`config.mk`:
```
export PLATFORM = sky130hd
export DESIGN_NAME = rob_wb_arbiter_flat
export DESIGN_NICKNAME = d
export VERILOG_FILES = /design/src/rtl/rob_wb_arbiter_if.sv /design/src/rtl/rob_wb_arbiter.sv /design/src/flat_wrapper.sv
export SDC_FILE = /design/constraint.sdc
export NUM_CORES = 1
export LEC_CHECK = 0
export CAP_MARGIN = 20
export CORE_AREA = 2 2 114 116
export CTS_CLUSTER_DIAMETER = 100
export DETAILED_ROUTE_END_ITERATION = 8
export DIE_AREA = 0 0 116 118
export PLACE_DENSITY_LB_ADDON = 0.08
export SLEW_MARGIN = 20
export SYNTH_ARGS = -nofsm -noshare
export SYNTH_HDL_FRONTEND = slang
export SYNTH_SLANG_ARGS = --single-unit
```
`constraint.sdc`:
```
create_clock -name clk -period 6.3 [get_ports clk]
set_clock_uncertainty 0.1 [all_clocks]
set_input_delay 0.63 -clock clk [delete_from_list [all_inputs] [get_ports clk]]
set_output_delay 0.63 -clock clk [all_outputs]
set_load 0.1 [all_outputs]
```
`src/rtl/rob_wb_arbiter_if.sv`:
```
// Writeback arbiter bus: three requester slices in, one
// registered ROB write out, plus stall feedback and a conflict counter.
interface rob_wb_arbiter_if #(
  parameter int WORD_SIZE       = 32,
  parameter int ROB_ENTRY_WITDH = 3
);
  logic                         flush;
  logic                         rob_ready;
  logic [2:0]                   req_valid;
  logic [3*ROB_ENTRY_WITDH-1:0] req_rob_id;
  logic [3*WORD_SIZE-1:0]       req_result;
  logic [3*WORD_SIZE-1:0]       req_pc;
  logic [2:0]                   stall;
  logic                         wb_valid;
  logic [ROB_ENTRY_WITDH-1:0]   wb_rob_id;
  logic [WORD_SIZE-1:0]         wb_result;
  logic [WORD_SIZE-1:0]         wb_pc;
  logic [1:0]                   wb_src;
  logic [15:0]                  conflict_cnt;

  modport master (
    output flush, rob_ready, req_valid,
    output req_rob_id, req_result, req_pc,
    input  stall, wb_valid, wb_rob_id,
    input  wb_result, wb_pc, wb_src,
    input  conflict_cnt
  );

  modport slave (
    input  flush, rob_ready, req_valid,
    input  req_rob_id, req_result, req_pc,
    output stall, wb_valid, wb_rob_id,
    output wb_result, wb_pc, wb_src,
    output conflict_cnt
  );
endinterface

```
`src/rtl/rob_wb_arbiter.sv`:
```
// Round-robin arbiter sharing the single ROB write port between
// ALU, MUL and MEM writeback; losers are stalled in place.
module rob_wb_arbiter #(
  parameter int WORD_SIZE       = 32,
  parameter int ROB_ENTRY_WITDH = 3
) (
  input logic             clk,
  input logic             reset,
  rob_wb_arbiter_if.slave bus
);
  localparam int W = WORD_SIZE;
  localparam int R = ROB_ENTRY_WITDH;

  logic [1:0]   rr_ptr;
  logic [2:0]   grant;
  logic [2:0]   v;
  logic         multi;
  logic [1:0]   sel_src;
  logic [R-1:0] sel_id;
  logic [W-1:0] sel_result;
  logic [W-1:0] sel_pc;

  assign v     = bus.req_valid;
  assign multi = (v[0] & v[1]) | (v[0] & v[2]) | (v[1] & v[2]);

  always_comb begin
    grant = 3'b000;
    if (!bus.flush && bus.rob_ready) begin
      case (rr_ptr)
        2'd1: begin
          if      (v[1]) grant = 3'b010;
          else if (v[2]) grant = 3'b100;
          else if (v[0]) grant = 3'b001;
        end
        2'd2: begin
          if      (v[2]) grant = 3'b100;
          else if (v[0]) grant = 3'b001;
          else if (v[1]) grant = 3'b010;
        end
        default: begin
          if      (v[0]) grant = 3'b001;
          else if (v[1]) grant = 3'b010;
          else if (v[2]) grant = 3'b100;
        end
      endcase
    end
  end

  assign bus.stall = bus.flush ? 3'b000 : (v & ~grant);

  always_comb begin
    sel_src    = 2'd0;
    sel_id     = bus.req_rob_id[R-1:0];
    sel_result = bus.req_result[W-1:0];
    sel_pc     = bus.req_pc[W-1:0];
    unique case (1'b1)
      grant[1]: begin
        sel_src    = 2'd1;
        sel_id     = bus.req_rob_id[R +: R];
        sel_result = bus.req_result[W +: W];
        sel_pc     = bus.req_pc[W +: W];
      end
      grant[2]: begin
        sel_src    = 2'd2;
        sel_id     = bus.req_rob_id[2*R +: R];
        sel_result = bus.req_result[2*W +: W];
        sel_pc     = bus.req_pc[2*W +: W];
      end
      default: ;
    endcase
  end

  always_ff @(posedge clk or negedge reset) begin
    if (!reset) begin
      rr_ptr           <= 2'd0;
      bus.wb_valid     <= 1'b0;
      bus.wb_rob_id    <= '0;
      bus.wb_result    <= '0;
      bus.wb_pc        <= '0;
      bus.wb_src       <= 2'd0;
      bus.conflict_cnt <= 16'd0;
    end else begin
      bus.wb_valid <= |grant;
      if (|grant) begin
        bus.wb_rob_id <= sel_id;
        bus.wb_result <= sel_result;
        bus.wb_pc     <= sel_pc;
        bus.wb_src    <= sel_src;
        rr_ptr        <= (sel_src == 2'd2) ? 2'd0
                                           : sel_src + 2'd1;
      end
      // counts contention even when the ROB is not ready
      if (multi && !bus.flush &&
          bus.conflict_cnt != 16'hFFFF)
        bus.conflict_cnt <= bus.conflict_cnt + 16'd1;
    end
  end
endmodule

```
`src/flat_wrapper.sv`:
```
// flat-port wrapper written by rule: the top's interface ports become plain ports
module rob_wb_arbiter_flat 
#(
  parameter int WORD_SIZE       = 32,
  parameter int ROB_ENTRY_WITDH = 3
)
  (clk, reset, bus_flush, bus_rob_ready, bus_req_valid, bus_req_rob_id, bus_req_result, bus_req_pc, bus_stall, bus_wb_valid, bus_wb_rob_id, bus_wb_result, bus_wb_pc, bus_wb_src, bus_conflict_cnt);
  rob_wb_arbiter_if #(.WORD_SIZE(WORD_SIZE), .ROB_ENTRY_WITDH(ROB_ENTRY_WITDH)) bus_i ();
  input logic clk;
  input logic reset;
  input wire logic [$bits(bus_i.flush)-1:0] bus_flush;
  input wire logic [$bits(bus_i.rob_ready)-1:0] bus_rob_ready;
  input wire logic [$bits(bus_i.req_valid)-1:0] bus_req_valid;
  input wire logic [$bits(bus_i.req_rob_id)-1:0] bus_req_rob_id;
  input wire logic [$bits(bus_i.req_result)-1:0] bus_req_result;
  input wire logic [$bits(bus_i.req_pc)-1:0] bus_req_pc;
  output wire logic [$bits(bus_i.stall)-1:0] bus_stall;
  output wire logic [$bits(bus_i.wb_valid)-1:0] bus_wb_valid;
  output wire logic [$bits(bus_i.wb_rob_id)-1:0] bus_wb_rob_id;
  output wire logic [$bits(bus_i.wb_result)-1:0] bus_wb_result;
  output wire logic [$bits(bus_i.wb_pc)-1:0] bus_wb_pc;
  output wire logic [$bits(bus_i.wb_src)-1:0] bus_wb_src;
  output wire logic [$bits(bus_i.conflict_cnt)-1:0] bus_conflict_cnt;
  assign bus_i.flush = bus_flush;
  assign bus_i.rob_ready = bus_rob_ready;
  assign bus_i.req_valid = bus_req_valid;
  assign bus_i.req_rob_id = bus_req_rob_id;
  assign bus_i.req_result = bus_req_result;
  assign bus_i.req_pc = bus_req_pc;
  assign bus_stall = bus_i.stall;
  assign bus_wb_valid = bus_i.wb_valid;
  assign bus_wb_rob_id = bus_i.wb_rob_id;
  assign bus_wb_result = bus_i.wb_result;
  assign bus_wb_pc = bus_i.wb_pc;
  assign bus_wb_src = bus_i.wb_src;
  assign bus_conflict_cnt = bus_i.conflict_cnt;
  rob_wb_arbiter #(.WORD_SIZE(WORD_SIZE), .ROB_ENTRY_WITDH(ROB_ENTRY_WITDH)) u_core (.clk(clk), .reset(reset), .bus(bus_i));
endmodule
```
==> metrics.md, run 1 <==
| Metric | Value |
|---|---|
| NumNets Final | between 800 and 900 |
| Cell Pwr Density | roughly 600 nW/um^2 |
| CTS tree | built |
| Post-place instance area | just under 8000 sq um |
| Final period utilization | 0.626 |
| Async set-or-reset flop fraction in the synthesized netlist | 1.00 |
| Clock Pin Slew Worst Setup and Hold Paths | 0.06 ns |
| Gr usage total | 0.244 |
| YS warnings | 0 |
| Share of cells above drive strength 1 | 0.0548 |
| Final setup violation count | 0 |
| CTS Hold Buffers Added | 0 |
| Synth Area in Compound Gates | 0.366 |
| Synthesized flop and latch total | 88 |
| Total CTS buffers | 9 |
| Largest family of logic cells by synthesized area | compound AO/OA/AOI/OAI gates |
| Mapped cell area | roughly 4600 sq um |
| Worst reg-to-reg setup slack | 2.98 ns |
| Row Count | 41 |
| Crit path launch type | primary input |
| Post-Layout Cell Count | slightly below 900 |
| Post-DP HPWL | ~12000 um |
| Via Count | roughly 4800 |
| Setup TNS Final | 0 ns |
| Post-CTS sizing | 0 |
| Io pins | 297 |
| Max_cap viols | 0 |
| Core ar. | 12400 sq um |
| RSZ-0062 raised after global routing | false |
| Seq/Total Area, Yosys | 0.475 |
| Hold Path Class | in -> async |
| CP Max Fanout | 7 |
| RD Place Congestion | approximately 0.80 |
| Total gr overflow | 0 |
| Peak VDD IR | between 500 and 600 uV |
| Final wirelength | approximately 17000 um |
| Post-route cell area | 8000 sq um |
| Starting Density | 0.373 |
| Detailed Routing Iterations Pass 1 | 5 |
| Setup bufs post-CTS | 0 |
| Die Span X | 116 um |
| Diodes inserted | 0 |
| Port bufs | ~300 |
| Max transition margin | 0.296 |
| DRC Markers | 0 |
| XOR/XNOR Fraction of Synth Area | 0.0265 |
| Max clock buf depth | 2 |
| Vias in the first global route | 5049 |
| Syn nets | roughly 630 |
| Iteration-0 DRC Markers | about 350 |
| Height of the die | between 100 and 150 um |
| Global-route wire length before repair | between 20000 and 30000 um |
| Worst-margin pin slew | 1.05 ns |
| Largest net degree at the start of global routing | around 90 |
| Die Area | between 10000 and 15000 sq um |
| Adder-cell share of the synthesized area | 0.0103 |
| Post-synth top area cell | dfrtp_1 |
| Largest cells by area after synthesis | dfrtp_1, a2bb2oi_1, a22oi_1 |
| Yosys top cell area share | 0.475 |
| EDFF count, synth | 0 |
| Cell count after placement | roughly 850 |
| Fmax | 254 MHz |
| Min Tclk post-route | a little under 4 ns |
| Syn_area_per_cell | between 10 and 15 sq um |
| P&R area growth vs syn | 72.6% |
| CP arrival | 3.21 ns |
| Mux cell area share after synthesis | 0.00486 |
| Synth Area in Simple Gates | 0.0708 |
| Main flop type after synthesis | dfrtp_1 |
| Most common cell after layout, fill and taps aside | clkdlybuf4s50_1 |
| Leak | about 0.003 uW |
| Clk sink count | between 80 and 90 |
| Fill cell count | approximately 1100 |
| Root buffer cell | clkbuf_16 |
| Cells after synthesis | ~420 |
| Most frequent cells in the layout | clkdlybuf4s50_1, dfrtp_1, a22oi_1, o211ai_1, a2bb2oi_1 |
| Worst Setup End Kind | output pin |
| WS Path Type | in -> out |
| Worst-Skew Late Latency | roughly 0.33 ns |
| Worst endpoint required time | roughly 5.6 ns |
| Antenna viol nets, final | 0 |
| Outcome | completed |
| Vias per cell | about 5.6 |
| H-Tree Depth | 3 |
| Fin. Hold Viols | 0 |
| Initial antenna violation count | 0 |
| WL per Instance | ~20 um |
| Max-slew violations | 0 |
| Netlist cell types | 38 |
| Final core occ | 0.644 |
## synthesized netlist by cell type, types with 2 or more instances
cell type and n:
a22oi_1 67, a2bb2oi_1 67, buf_2 10, buf_4 2, clkbuf_1 35, dfrtp_1 88
ha_1 3, inv_1 5, mux2_2 2, nand2_1 5, nand2b_1 2, nand3_1 4
nand4_1 5, nor2_1 4, nor2b_1 4, nor3_1 6, nor3b_1 5, nor4_2 4
nor4b_2 2, o2111ai_1 2, o211ai_1 67, o21ai_0 2, or2_2 3, or3b_1 2
xnor2_1 2, xor2_1 12
## sequential cells by signal, summed over array words and instances, names as in the netlist
| register | cells |
|---|---|
| u_core.bus.wb_result | 32 |
| u_core.rr_ptr | 2 |
| u_core.bus.wb_src | 2 |
| u_core.bus.wb_pc | 32 |
| u_core.bus.conflict_cnt | 16 |
| u_core.bus.wb_rob_id | 3 |
| u_core.bus.wb_valid | 1 |
## final timing paths
path	cells after the start	startpoint	end
setup / recovery	5	bus_req_valid[2]	bus_stall[1]
hold / removal	1	reset	u_core.bus.conflict_cnt[13]$_DFFE_PN0P_
setup reg to reg	8	u_core.rr_ptr[0]$_DFFE_PN0P_	u_core.bus.wb_pc[0]$_DFFE_PN0P_
hold reg to reg	1	u_core.bus.wb_src[0]$_DFFE_PN0P_	u_core.bus.wb_src[0]$_DFFE_PN0P_
max in group asynchronous	1	reset	u_core.bus.wb_result[20]$_DFFE_PN0P_
min in group clk	1	u_core.bus.wb_src[0]$_DFFE_PN0P_	u_core.bus.wb_src[0]$_DFFE_PN0P_
## cell families after synthesis
kind of cell / count (synthesis)
flops: 88
simple gates: 49
xor+xnor: 14
fa+ha+maj: 4
compound gates: 213
mux: 2
buf+inv: 52
## per-stage QoR
step	hold slack (ns)	setup WS (ns)	total power, uW
after detailed placement	0.370	2.34	4310
final	0.233	2.36	4810
after CTS	0.391	2.34	4840
after floorplan	0.234	1.76	3430
after global placement	0.369	2.41	4270
after global routing	0.327	2.22	4990
## power breakdown
| part | switching [uW] | internal, uW | leakage (uW) | total [uW] |
|---|---|---|---|---|
| Combinational | 2400 | 892 | 0.00183 | 3290 |
| Clock | 211 | 299 | 0.000139 | 511 |
| Sequential | 179 | 831 | 0.00104 | 1010 |
| Total | 2790 | 2020 | 0.00301 | 4810 |
## metal layers
layer	track usage	wire length (um)	vias up
met5	0	0	-
met4	0.0729	387	0
met3	0.0762	1470	26
met2	0.434	8740	216
met1	0.276	6440	2360
li1	-	-	2234
## cell type report
| type | count | area (sq um) | share of cell area |
|---|---|---|---|
| Clock buffer | 14 | 274 | 0.0343 |
| Clock inverter | 2 | 12.5 | 0.00156 |
| Inverter | 5 | 18.8 | 0.00235 |
| Multi-Input combinational cell | 282 | 2260 | 0.283 |
| Sequential cell | 88 | 2200 | 0.275 |
| Tap cell | 172 | 215 | 0.0269 |
| Timing Repair Buffer | 302 | 3010 | 0.376 |
## critical path, stage by stage
cell and delay [ns]:
clkdlybuf4s50_1 0.63, nor3b_1 0.15, o311a_2 0.42, nor3b_1 0.21
clkdlybuf4s50_1 1.17
(Power assumes the default switching activity.)
==> inputs of run 2 (changes only) <==
--- a/config.mk
+++ b/config.mk
@@ -6,10 +6,10 @@
 export NUM_CORES = 1
 export LEC_CHECK = 0
 export CAP_MARGIN = 20
-export CORE_AREA = 2 2 114 116
+export CORE_AREA = 2 2 100 151
 export CTS_CLUSTER_DIAMETER = 100
 export DETAILED_ROUTE_END_ITERATION = 8
-export DIE_AREA = 0 0 116 118
+export DIE_AREA = 0 0 102 153
 export PLACE_DENSITY_LB_ADDON = 0.08
 export SLEW_MARGIN = 20
 export SYNTH_ARGS = -nofsm -noshare
==> constraint.sdc (replaced) <==
create_clock -name clk -period 3.6 [get_ports clk]
set_clock_uncertainty 0.1 [all_clocks]
set_input_delay 0.36 -clock clk [delete_from_list [all_inputs] [get_ports clk]]
set_output_delay 0.36 -clock clk [all_outputs]
set_load 0.1 [all_outputs]
==> metrics.md, run 2 (synthesis results as in run 1) <==
| Metric | Value |
|---|---|
| Outcome | complete, but fails checks |
| Failing checks | negative hold slack |
| Setup bufs post-CTS | 0 |
| Most common cell after layout, fill and taps aside | clkdlybuf4s50_1 |
| Fin. Hold Viols | ~70 |
| CTS tree | built |
| Crit path largest cell delay | between 0.6 and 0.7 ns |
| Flip-flop and latch area | 2200 sq um |
| Global-route wire length before repair | around 28000 um |
| Total CTS buffers | 9 |
| Root buffer cell | clkbuf_16 |
| Die Span X | roughly 100 um |
| Core ar. | 14300 sq um |
| Multi-input logic area | about 2300 sq um |
| Vias in the first global route | a little over 5000 |
| Post-DP HPWL | between 10000 and 15000 um |
| Post-CTS sizing | 0 |
| Io pins | 297 |
| Worst endpoint required time | between 3 and 4 ns |
| Fill cell count | 1301 |
| Max_cap viols | 0 |
| WS Path Type | in -> out |
| WL per Instance | 20.6 um |
| Worst-path cell chain | clkdlybuf4s50_1, nor2b_1, o2111ai_4, and3b_1, buf_12 |
| Hold Path Class | in -> async |
| Total gr overflow | 0 |
| Worst reg-to-reg setup slack | roughly 1.1 ns |
| Clock Pin Slew Worst Setup and Hold Paths | roughly 0.07 ns |
| Cell Pwr Density | about 1100 nW/um^2 |
| Antenna viol nets, final | 0 |
| Top Registers | u_core.bus.wb_pc: 32 flops, u_core.bus.wb_result: 32 flops, u_core.bus.conflict_cnt: 16 flops |
| WP buf/inv | 2 |
| Post-place instance area | roughly 8000 sq um |
| Iteration-0 DRC Markers | between 150 and 200 |
| Gr usage total | 0.229 |
| CP arrival | 2.47 ns |
| Via Count | approximately 5000 |
| Post-route cell area | between 8000 and 9000 sq um |
| Cell count after placement | slightly below 900 |
| Fmax | between 300 and 400 MHz |
| Row Count | 54 |
| Final period utilization | 0.814 |
| Peak VDD IR | between 600 and 700 uV |
| Crit path launch type | primary input |
| CP Max Fanout | 12 |
| Max-slew violations | 0 |
| Max transition margin | 0.299 |
| RSZ-0062 raised after global routing | false |
| Starting Density | 0.323 |
| NumNets Final | just over 900 |
| Post-Layout Cell Count | around 900 |
| Most frequent cells in the layout | clkdlybuf4s50_1, dfrtp_1, a22oi_1, o211ai_1, a2bb2oi_1 |
| Worst path slowest cell | nor2b_1 |
| CTS Hold Buffers Added | 0 |
| DRC Markers | 0 |
| Port bufs | between 200 and 300 |
| Min Hold Slack | -0.0471 ns |
| Max clock buf depth | 2 |
| Share of cells above drive strength 1 | 0.0716 |
| Min Tclk post-route | around 2.9 ns |
| Initial antenna violation count | 0 |
| Vias per cell | 5.46 |
| Die Area | roughly 16000 sq um |
| Final setup violation count | 0 |
| Reg2reg path depth | 7 |
| RD Place Congestion | roughly 0.85 |
| H-Tree Depth | 3 |
| Largest net degree at the start of global routing | 79 |
| Final wirelength | 18400 um |
| Setup TNS Final | 0 ns |
| Clk sink count | 88 |
| P&R area growth vs syn | 76.2% |
| Worst-margin pin slew | roughly 1.0 ns |
| Reg2reg end | u_core.bus.wb_result[0]$_DFFE_PN0P_ |
| Height of the die | about 150 um |
| Worst r2r src | u_core.rr_ptr[0]$_DFFE_PN0P_ |
| Final core occ | 0.570 |
| Worst Setup End Kind | output pin |
| Worst-Skew Late Latency | 0.34 ns |
| Worst path top cell family by delay | simple AND/OR/NAND/NOR gates |
| Detailed Routing Iterations Pass 1 | 4 |
| Leak | around 0.0031 uW |
## run 2: final cells by class
cell class | count | area share
Clock buffer | 10 | 0.0293
Sequential cell | 88 | 0.270
Timing Repair Buffer | 308 | 0.379
Inverter | 5 | 0.00230
Multi-Input combinational cell | 282 | 0.279
Antenna cell | 1 | 0.000307
Tap cell | 196 | 0.0301
Clock inverter | 5 | 0.00997
## run 2: worst max-delay path by stage
| stage | startpoint | slack, ns | cells past startpoint | endpoint |
|---|---|---|---|---|
| floorplan | u_core.rr_ptr[0]$_DFFE_PN0P_ | 0.32 | 7 | bus_stall[2] |
| global placement | bus_flush | 0.76 | 5 | bus_stall[0] |
| detailed placement | bus_flush | 0.66 | 6 | u_core.bus.wb_pc[16]$_DFFE_PN0P_ |
| CTS | bus_flush | 0.66 | 5 | bus_stall[0] |
| global route | bus_flush | 0.54 | 5 | bus_stall[0] |
| finish | bus_flush | 0.67 | 5 | bus_stall[0] |
## run 2: where the power goes
part | total [uW] | switching [uW] | internal (uW) | leakage [uW]
Combinational | 5810 | 4220 | 1590 | 0.00189
Sequential | 1750 | 300 | 1450 | 0.00104
Clock | 1020 | 398 | 623 | 0.000155
Total | 8580 | 4920 | 3660 | 0.00308
## run 2: metal layers
layer,vias up,GRT usage,part of all wire
li1,2256,-,-
met1,2417,0.269,0.38
met2,197,0.412,0.53
met3,20,0.0503,0.068
met4,0,0.0641,0.017
met5,-,0,0
## run 2: worst reg2reg max path: cells and delay by family (launching register included)
kind / cells / cell delay (ns)
fa+ha+maj: 1 / 0.35
flops: 1 / 0.35
buf+inv: 2 / 0.39
simple gates: 1 / 0.37
compound gates: 3 / 0.83
## run 2: per-stage QoR
stage | power, uW | setup slack, ns
after floorplan | 6000 | 0.324
after CTS | 8650 | 0.660
after global placement | 7510 | 0.765
after global routing | 8900 | 0.538
after detailed placement | 7590 | 0.659
final | 8580 | 0.669
